File: src/rtl/mips_cpu_harvard_fetch.sv
// -----------------------------------------------------------------------------
// mips_cpu_harvard_fetch
//
// Instruction fetch stage for a Harvard MIPS core. The PC register drives the
// instruction memory address directly. Each enabled edge registers the
// returned word and its address for decode. A taken jump or branch redirects
// the PC after the delay slot has been captured. A jump to address 0 is the
// halt request: the delay slot is still presented, and then the stage drains
// and parks in HALTED until reset.
//
// Optional feature (macro FETCH_ALIGN_FAULT_EN):
//   When defined, a jump to a target that is not word aligned sets a sticky
//   instr_fault flag and halts through the DRAIN path.
//   When undefined, misaligned targets are silently aligned and
//   o_instr_fault is tied to 0.
//
// Ports:
//   i_clk              clock, rising-edge active
//   i_reset            asynchronous active-low reset
//   i_clk_enable       1 = advance this edge, 0 = hold all state (stall)
//   o_instr_address    current PC to instruction memory
//   i_instr_readdata   combinational memory data for o_instr_address
//   i_jump_req         taken jump or branch resolved by decode this cycle
//   i_jump_target      jump destination, valid with i_jump_req
//   o_instr_word       registered instruction for decode
//   o_instr_pc         address o_instr_word was fetched from
//   o_instr_valid      o_instr_word / o_instr_pc hold a live instruction
//   o_active           1 while running, 0 once halted
//   o_instr_fault      sticky misaligned-target fault
//
// State   | meaning
// --------+------------------------------------------------------------------
// RUN     | fetching; the PC advances by 4 or is redirected by a jump
// DRAIN   | the halt delay slot was presented; invalidate and go inactive
// HALTED  | terminal until reset; PC parked at 0
// -----------------------------------------------------------------------------
module mips_cpu_harvard_fetch #(
    parameter logic [31:0] RESET_VECTOR = 32'hBFC00000
) (
    input  logic        i_clk,
    input  logic        i_reset,
    input  logic        i_clk_enable,
    output logic [31:0] o_instr_address,
    input  logic [31:0] i_instr_readdata,
    input  logic        i_jump_req,
    input  logic [31:0] i_jump_target,
    output logic [31:0] o_instr_word,
    output logic [31:0] o_instr_pc,
    output logic        o_instr_valid,
    output logic        o_active,
    output logic        o_instr_fault
);

    typedef enum logic [1:0] {
        ST_RUN    = 2'd0,
        ST_DRAIN  = 2'd1,
        ST_HALTED = 2'd2
    } state_t;

    state_t      r_state;
    state_t      w_state_next;
    logic [31:0] r_pc;
    logic [31:0] w_pc_next;
    logic [31:0] r_instr_word;
    logic [31:0] w_instr_word_next;
    logic [31:0] r_instr_pc;
    logic [31:0] w_instr_pc_next;
    logic        r_instr_valid;
    logic        w_instr_valid_next;
    logic        r_active;
    logic        w_active_next;

    logic [31:0] w_target_aligned;
    logic        w_halt_target;

    assign w_target_aligned = {i_jump_target[31:2], 2'b00};
    // Halt is requested by the exact target 0, not by the aligned value.
    assign w_halt_target    = (i_jump_target == 32'h0000_0000);

`ifdef FETCH_ALIGN_FAULT_EN
    logic r_fault;
    logic w_fault_next;
    logic w_misaligned;

    assign w_misaligned = (i_jump_target[1:0] != 2'b00);
`endif

    always_comb begin
        w_state_next       = r_state;
        w_pc_next          = r_pc;
        w_instr_word_next  = r_instr_word;
        w_instr_pc_next    = r_instr_pc;
        w_instr_valid_next = r_instr_valid;
        w_active_next      = r_active;
`ifdef FETCH_ALIGN_FAULT_EN
        w_fault_next       = r_fault;
`endif

        if (i_clk_enable) begin
            case (r_state)
                ST_RUN: begin
                    // The word captured on a jump edge is the delay slot.
                    w_instr_word_next  = i_instr_readdata;
                    w_instr_pc_next    = r_pc;
                    w_instr_valid_next = 1'b1;
                    if (i_jump_req) begin
`ifdef FETCH_ALIGN_FAULT_EN
                        if (w_misaligned) begin
                            w_fault_next = 1'b1;
                            w_pc_next    = 32'h0000_0000;
                            w_state_next = ST_DRAIN;
                        end else begin
                            w_pc_next = w_target_aligned;
                            if (w_halt_target)
                                w_state_next = ST_DRAIN;
                        end
`else
                        w_pc_next = w_target_aligned;
                        if (w_halt_target)
                            w_state_next = ST_DRAIN;
`endif
                    end else begin
                        w_pc_next = r_pc + 32'd4;
                    end
                end
                ST_DRAIN: begin
                    w_instr_valid_next = 1'b0;
                    w_active_next      = 1'b0;
                    w_state_next       = ST_HALTED;
                end
                ST_HALTED: begin
                    w_instr_valid_next = 1'b0;
                    w_active_next      = 1'b0;
                end
                default: begin
                    // Unused encoding: park safely in HALTED.
                    w_pc_next          = 32'h0000_0000;
                    w_instr_valid_next = 1'b0;
                    w_active_next      = 1'b0;
                    w_state_next       = ST_HALTED;
                end
            endcase
        end
    end

    always_ff @(posedge i_clk or negedge i_reset) begin
        if (!i_reset) begin
            r_state       <= ST_RUN;
            r_pc          <= RESET_VECTOR;
            r_instr_word  <= 32'h0000_0000;
            r_instr_pc    <= 32'h0000_0000;
            r_instr_valid <= 1'b0;
            r_active      <= 1'b1;
        end else begin
            r_state       <= w_state_next;
            r_pc          <= w_pc_next;
            r_instr_word  <= w_instr_word_next;
            r_instr_pc    <= w_instr_pc_next;
            r_instr_valid <= w_instr_valid_next;
            r_active      <= w_active_next;
        end
    end

`ifdef FETCH_ALIGN_FAULT_EN
    always_ff @(posedge i_clk or negedge i_reset) begin
        if (!i_reset)
            r_fault <= 1'b0;
        else
            r_fault <= w_fault_next;
    end

    assign o_instr_fault = r_fault;
`else
    assign o_instr_fault = 1'b0;
`endif

    assign o_instr_address = r_pc;
    assign o_instr_word    = r_instr_word;
    assign o_instr_pc      = r_instr_pc;
    assign o_instr_valid   = r_instr_valid;
    assign o_active        = r_active;

endmodule

File: config.mk
export PLATFORM = sky130hd
export DESIGN_NAME = mips_cpu_harvard_fetch
export DESIGN_NICKNAME = d
export VERILOG_FILES = /design/src/rtl/mips_cpu_harvard_fetch.sv
export SDC_FILE = /design/constraint.sdc
export NUM_CORES = 1
export LEC_CHECK = 0
export BUFFER_PORTS_ARGS = -buffer_cell sky130_fd_sc_hd__buf_4
export CORE_MARGIN = 4
export CORE_UTILIZATION = 50
export DETAILED_ROUTE_END_ITERATION = 7
export PLACE_DENSITY = 0.86
export SKIP_CTS_REPAIR_TIMING = 1
export SYNTH_ARGS = -nofsm -noshare
export SYNTH_HDL_FRONTEND = slang
export SYNTH_SLANG_ARGS = --single-unit
export TNS_END_PERCENT = 50
File: constraint.sdc
create_clock -name i_clk -period 2.5 [get_ports i_clk]
set_input_delay 0.125 -clock i_clk [delete_from_list [all_inputs] [get_ports i_clk]]
set_output_delay 0.125 -clock i_clk [all_outputs]
set_load 0.02 [all_outputs]
==> impl_metrics.json, run 1 <==
{
  "rsz0062_at_grt": "false",
  "die_y_um": 103,
  "timing.final.ws_setup_ns": 0.202,
  "design_area_um2": 6340,
  "mostFrequentLayoutCells": "buf_4, dfrtp_1, mux2_2",
  "path_cells": "ha_1, nand3_1, or4_4, or2_2, nor4_1, a221o_1",
  "cpLargestDelayFamily": "simple AND/OR/NAND/NOR gates",
  "tns_ns": 0,
  "whs_ns": -0.0299,
  "synth-edff-count": 0,
  "worstSkewPairLatency_ns": 0.37,
  "critPathMaxStageDelay_ns": 0.66,
  "tightest_slew_ns": 1.00,
  "start_util": 0.515,
  "ctsHtreeMaxLevel": 3,
  "grt_max_degree": 80,
  "crit_required_ns": 2.81,
  "drt_first_pass_iters": 5,
  "nFillCells": 601,
  "drt-vias-per-instance": 5.78,
  "hp-class": "primary input to register",
  "max_cap_viol_count": 0,
  "async_flop_share": 1.00,
  "synth-seq-area-share": 0.535,
  "cp-end-kind": "register",
  "grt_first_pass_wirelength_mm": 19.2,
  "gp_congestion": 0.910,
  "post_drt_wl_per_cell_um": 18.6,
  "final.min_clock_period_ns": 2.30,
  "grt_usage": 0.232,
  "postSynthAreaPerCell_um2": 11.3,
  "ioPinCount": 167,
  "crit_buf_inv": 0,
  "ys_seq_elements": 96,
  "final_common_cell": "buf_4",
  "placedInstanceArea_um2": 5830,
  "root_buffer": "clkbuf_8",
  "synth_area_um2": 4510,
  "cts.sinks": 96,
  "clockBufferDepth": 2,
  "routed_wl_mm": 13.0,
  "n_antenna_cell": 0,
  "synth_area_leader_cell": "dfrtp_1",
  "cts_tree": "done",
  "outcome": "complete, but fails checks",
  "holdPathStages": 2,
  "multi_input_area_um2": 1940,
  "drive_above_1_share": 0.447,
  "drtIter0Drc": 335,
  "hold_path_end": "o_active$_DFFE_PN1P_",
  "syn_inst": 400,
  "fp-row-count": 34,
  "die_area_um2": 10600,
  "vias": 4053,
  "clk_pin_slew_worst_paths_ns": 0.10,
  "min_from": "i_clk_enable",
  "slew_headroom": 0.330,
  "reg2reg_depth": 6,
  "synth_area_leaders": "dfrtp_1, mux2_2, dfstp_2",
  "hpwl_mm": 8.99,
  "cp_data_arrival_time_ns": 2.61,
  "antenna_left": 0,
  "hold_violations": 4,
  "overflow": 0,
  "violations": "negative hold slack",
  "nets": 659,
  "antenna_found_initial": 0,
  "path_max_fanout": 13,
  "synth_ff_type": "dfrtp_1",
  "portBuffers": 161,
  "die_w_um": 103,
  "reg2reg_slack_ns": 0.20,
  "power_leakage_nw": 3.10,
  "critical_path_class": "register to register",
  "slowest_stage": "or4_4",
  "yosys_warnings": 0,
  "drc": 0,
  "worst_r2r_endpoint": "o_instr_address[26]$_DFFE_PN1P_",
  "fmax_mhz": 435,
  "dpl.cell_count": 654,
  "netlist-cell-type-count": 52,
  "ir_drop_v": 0.000236,
  "maxSlewViolCount": 0,
  "first_global_vias": 3885,
  "synth_top_area_share": 0.477,
  "place_ws_ns": 0.251,
  "core-area_um2": 8760,
  "ff_latch_area_um2": 2410,
  "cts_buffers": 9,
  "areaGrowthSynthToFinish_pct": 40.6,
  "fin_crit_sh": 0.919,
  "finalClockSkew_ns": 0.0152,
  "setup_violations": 0,
  "crit_path_start_kind": "register",
  "final_cells": 701,
  "rr_startpoint": "o_instr_address[2]$_DFFE_PN0P_",
  "p_per_area_nw_per_um2": 448
}
worst max-delay path by stage:
stage,startpoint,to,depth (start not counted)
finish,o_instr_address[2]$_DFFE_PN0P_,o_instr_address[26]$_DFFE_PN1P_,6
global placement,o_instr_address[2]$_DFFE_PN0P_,o_instr_address[26]$_DFFE_PN1P_,6
floorplan,o_instr_address[2]$_DFFE_PN0P_,o_instr_address[24]$_DFFE_PN1P_,7
detailed placement,o_instr_address[2]$_DFFE_PN0P_,o_instr_address[22]$_DFFE_PN1P_,6
global route,o_instr_address[2]$_DFFE_PN0P_,o_instr_address[22]$_DFFE_PN1P_,6
CTS,o_instr_address[2]$_DFFE_PN0P_,o_instr_address[22]$_DFFE_PN1P_,6
layer usage:
layer / routed length (µm) / global-route usage
met1: 5120 / 0.294
met2: 6750 / 0.400
met3: 743 / 0.0311
met4: 391 / 0.0956
met5: 0 / 0
where the power goes:
group	total, mW	switching (mW)	internal [mW]
combinational	0.215	0.0984	0.117
sequential	1.56	0.00772	1.56
clock	1.06	0.566	0.496
stage by stage:
step	total power, mW	utilization
finish	2.84	0.723
global route	2.93	0.723
CTS	2.81	0.688
detailed placement	1.77	0.665
global placement	1.76	0.665
floorplan	1.64	-
state kept, by name, summed over array words and instances, names as in the netlist:
name and cells:
o_active 1, o_instr_address 30, o_instr_pc 30, o_instr_word 32
o_instr_valid 1, r_state 2
cells by family after synthesis:
kind of cell | share of synthesized area
xor+xnor | 0.0136
mux | 0.147
other cells | 0.000831
compound gates | 0.117
simple gates | 0.140
flops | 0.535
buf+inv | 0.0383
fa+ha+maj | 0.00832
layout make-up:
| type | count | area share |
|---|---|---|
| flip-flops and latches | 96 | 0.381 |
| multi-input cells | 271 | 0.306 |
| repair buffers | 201 | 0.254 |
| clock buffers | 10 | 0.0217 |
| well taps | 108 | 0.0213 |
| clock inverters | 6 | 0.0105 |
| inverters | 9 | 0.00533 |
cells in the mapped netlist, types with 3 or more instances:
master / n
a21oi_1: 12
a221o_1: 5
a22oi_1: 9
a32oi_1: 3
and4_1: 3
buf_1: 7
buf_2: 3
buf_4: 6
clkbuf_1: 11
dfrtp_1: 86
dfstp_2: 10
ha_1: 3
inv_1: 9
mux2_2: 57
nand2_1: 28
nand3_1: 11
nor2_1: 16
nor2b_1: 3
nor3_1: 12
nor3b_1: 3
nor4_1: 16
o21ai_0: 38
o21ai_1: 6
xnor2_1: 6
Note: power is estimated with default switching activity, not from simulation.
==> run 2: changes to the inputs <==
--- a/config.mk
+++ b/config.mk
@@ -6,9 +6,10 @@
 export NUM_CORES = 1
 export LEC_CHECK = 0
 export BUFFER_PORTS_ARGS = -buffer_cell sky130_fd_sc_hd__buf_4
-export CORE_MARGIN = 4
+export CORE_MARGIN = 2
 export CORE_UTILIZATION = 50
 export DETAILED_ROUTE_END_ITERATION = 7
+export GPL_TIMING_DRIVEN = 0
 export PLACE_DENSITY = 0.86
 export SKIP_CTS_REPAIR_TIMING = 1
 export SYNTH_ARGS = -nofsm -noshare
==> impl_metrics.json, run 2 (synthesis gave the netlist of run 1 again) <==
{
  "power_frac_comb": 0.080,
  "mostFrequentLayoutCells": "buf_4, dfrtp_1, mux2_2",
  "start_util": 0.517,
  "whs_ns": -0.00918,
  "vias": 4147,
  "fin_crit_sh": 0.916,
  "fmax_mhz": 437,
  "placedInstanceArea_um2": 5860,
  "finalClockSkew_ns": 0.0113,
  "fin_total_pwr_mw": 2.81,
  "slew_headroom": 0.213,
  "dpl.cell_count": 672,
  "grt_max_degree": 97,
  "nFillCells": 607,
  "core-area_um2": 8720,
  "setup_violations": 0,
  "violations": "negative hold slack",
  "max_cap_viol_count": 0,
  "hold_violations": 11,
  "first_global_vias": 3856,
  "drt-vias-per-instance": 5.75,
  "grt_first_pass_wirelength_mm": 19.6,
  "seq_power_share": 0.555,
  "ioPinCount": 167,
  "portBuffers": 160,
  "cts.sinks": 96,
  "final.min_clock_period_ns": 2.29,
  "clockBufferDepth": 2,
  "ir_drop_v": 0.000293,
  "p_sw_frac": 0.228,
  "cp_data_arrival_time_ns": 2.58,
  "final_cells": 721,
  "fin_util": 0.733,
  "hpwl_mm": 9.12,
  "p_per_area_nw_per_um2": 440,
  "reg2reg_slack_ns": 0.21,
  "critical_path_class": "register to register",
  "grt_usage": 0.253,
  "clkPwrFrac": 0.365,
  "p_int_mw": 2.17,
  "fp-row-count": 34,
  "die_area_um2": 9800,
  "die_w_um": 99.0,
  "clk_pin_slew_worst_paths_ns": 0.09,
  "routed_wl_mm": 12.7,
  "drt_first_pass_iters": 5,
  "root_buffer": "clkbuf_8",
  "tns_ns": 0,
  "timing.final.ws_setup_ns": 0.211,
  "antenna_left": 0,
  "reg2reg_depth": 7,
  "nets": 679,
  "drc": 0,
  "path_max_fanout": 10,
  "largest_register_ffs": 32,
  "cts_tree": "done",
  "design_area_um2": 6390,
  "overflow": 0,
  "place_ws_ns": 0.100,
  "rsz0062_at_grt": "false",
  "die_y_um": 99.0,
  "final_common_cell": "buf_4",
  "p_sw_mw": 0.641,
  "ctsHtreeMaxLevel": 3,
  "crit_required_ns": 2.79,
  "maxSlewViolCount": 0,
  "areaGrowthSynthToFinish_pct": 41.7,
  "antenna_found_initial": 0,
  "worstSkewPairLatency_ns": 0.36,
  "n_antenna_cell": 0,
  "drive_above_1_share": 0.431,
  "rr_startpoint": "o_instr_address[2]$_DFFE_PN0P_",
  "crit_path_start_kind": "register",
  "post_drt_wl_per_cell_um": 17.7,
  "outcome": "complete, but fails checks",
  "power_leakage_nw": 3.11,
  "drtIter0Drc": 392,
  "cts_buffers": 9,
  "worst_r2r_endpoint": "o_instr_address[24]$_DFFE_PN1P_",
  "cp-end-kind": "register",
  "tightest_slew_ns": 1.18,
  "gp_congestion": 0.880,
  "hp-class": "primary input to asynchronous set/reset pin"
}
[run 2: layer usage]
layer,share of wire,global-route usage
met1,0.39,0.355
met2,0.50,0.398
met3,0.075,0.0369
met4,0.027,0.105
met5,0,0
[run 2: cell type report]
class / count / area [µm²] / area share
buffer: 28 / 141 / 0.0221
clock buffer: 12 / 145 / 0.0227
clock inverter: 4 / 53.8 / 0.00841
inverter: 9 / 33.8 / 0.00528
multi-input combinational: 271 / 1940 / 0.303
sequential: 96 / 2410 / 0.378
tap: 108 / 135 / 0.0211
timing repair buffer: 193 / 1530 / 0.240
[run 2: worst max-delay path by stage]
| stage | startpoint | slack, ns | cells after the start | end |
|---|---|---|---|---|
| floorplan | o_instr_address[2]$_DFFE_PN0P_ | 0.35 | 7 | o_instr_address[24]$_DFFE_PN1P_ |
| global placement | r_state[0]$_DFFE_PN0P_ | 0.17 | 9 | o_instr_address[7]$_DFFE_PN0P_ |
| detailed placement | r_state[0]$_DFFE_PN0P_ | 0.10 | 6 | o_instr_pc[26]$_DFFE_PN0P_ |
| CTS | r_state[0]$_DFFE_PN0P_ | 0.08 | 9 | o_instr_address[7]$_DFFE_PN0P_ |
| global route | o_instr_address[2]$_DFFE_PN0P_ | 0.05 | 7 | o_instr_address[24]$_DFFE_PN1P_ |
| finish | o_instr_address[2]$_DFFE_PN0P_ | 0.21 | 7 | o_instr_address[24]$_DFFE_PN1P_ |
[run 2: critical path, cell delays in order, from the launching register on]
cell	delay [ns]
dfrtp_1	0.46
ha_1	0.24
nand3_1	0.15
or4_4	0.59
buf_6	0.17
nor3_1	0.17
o21ai_0	0.11
a221o_1	0.32
[run 2: power by group through the flow]
stage	Combinational (mW)	Clock [mW]	Sequential [mW]
2_1_floorplan	0.0431	0	1.60
3_3_place_gp	0.179	0	1.59
3_5_place_dp	0.183	0	1.59
4_1_cts	0.184	1.05	1.56
5_1_grt	0.245	1.12	1.56
6_report	0.226	1.03	1.56
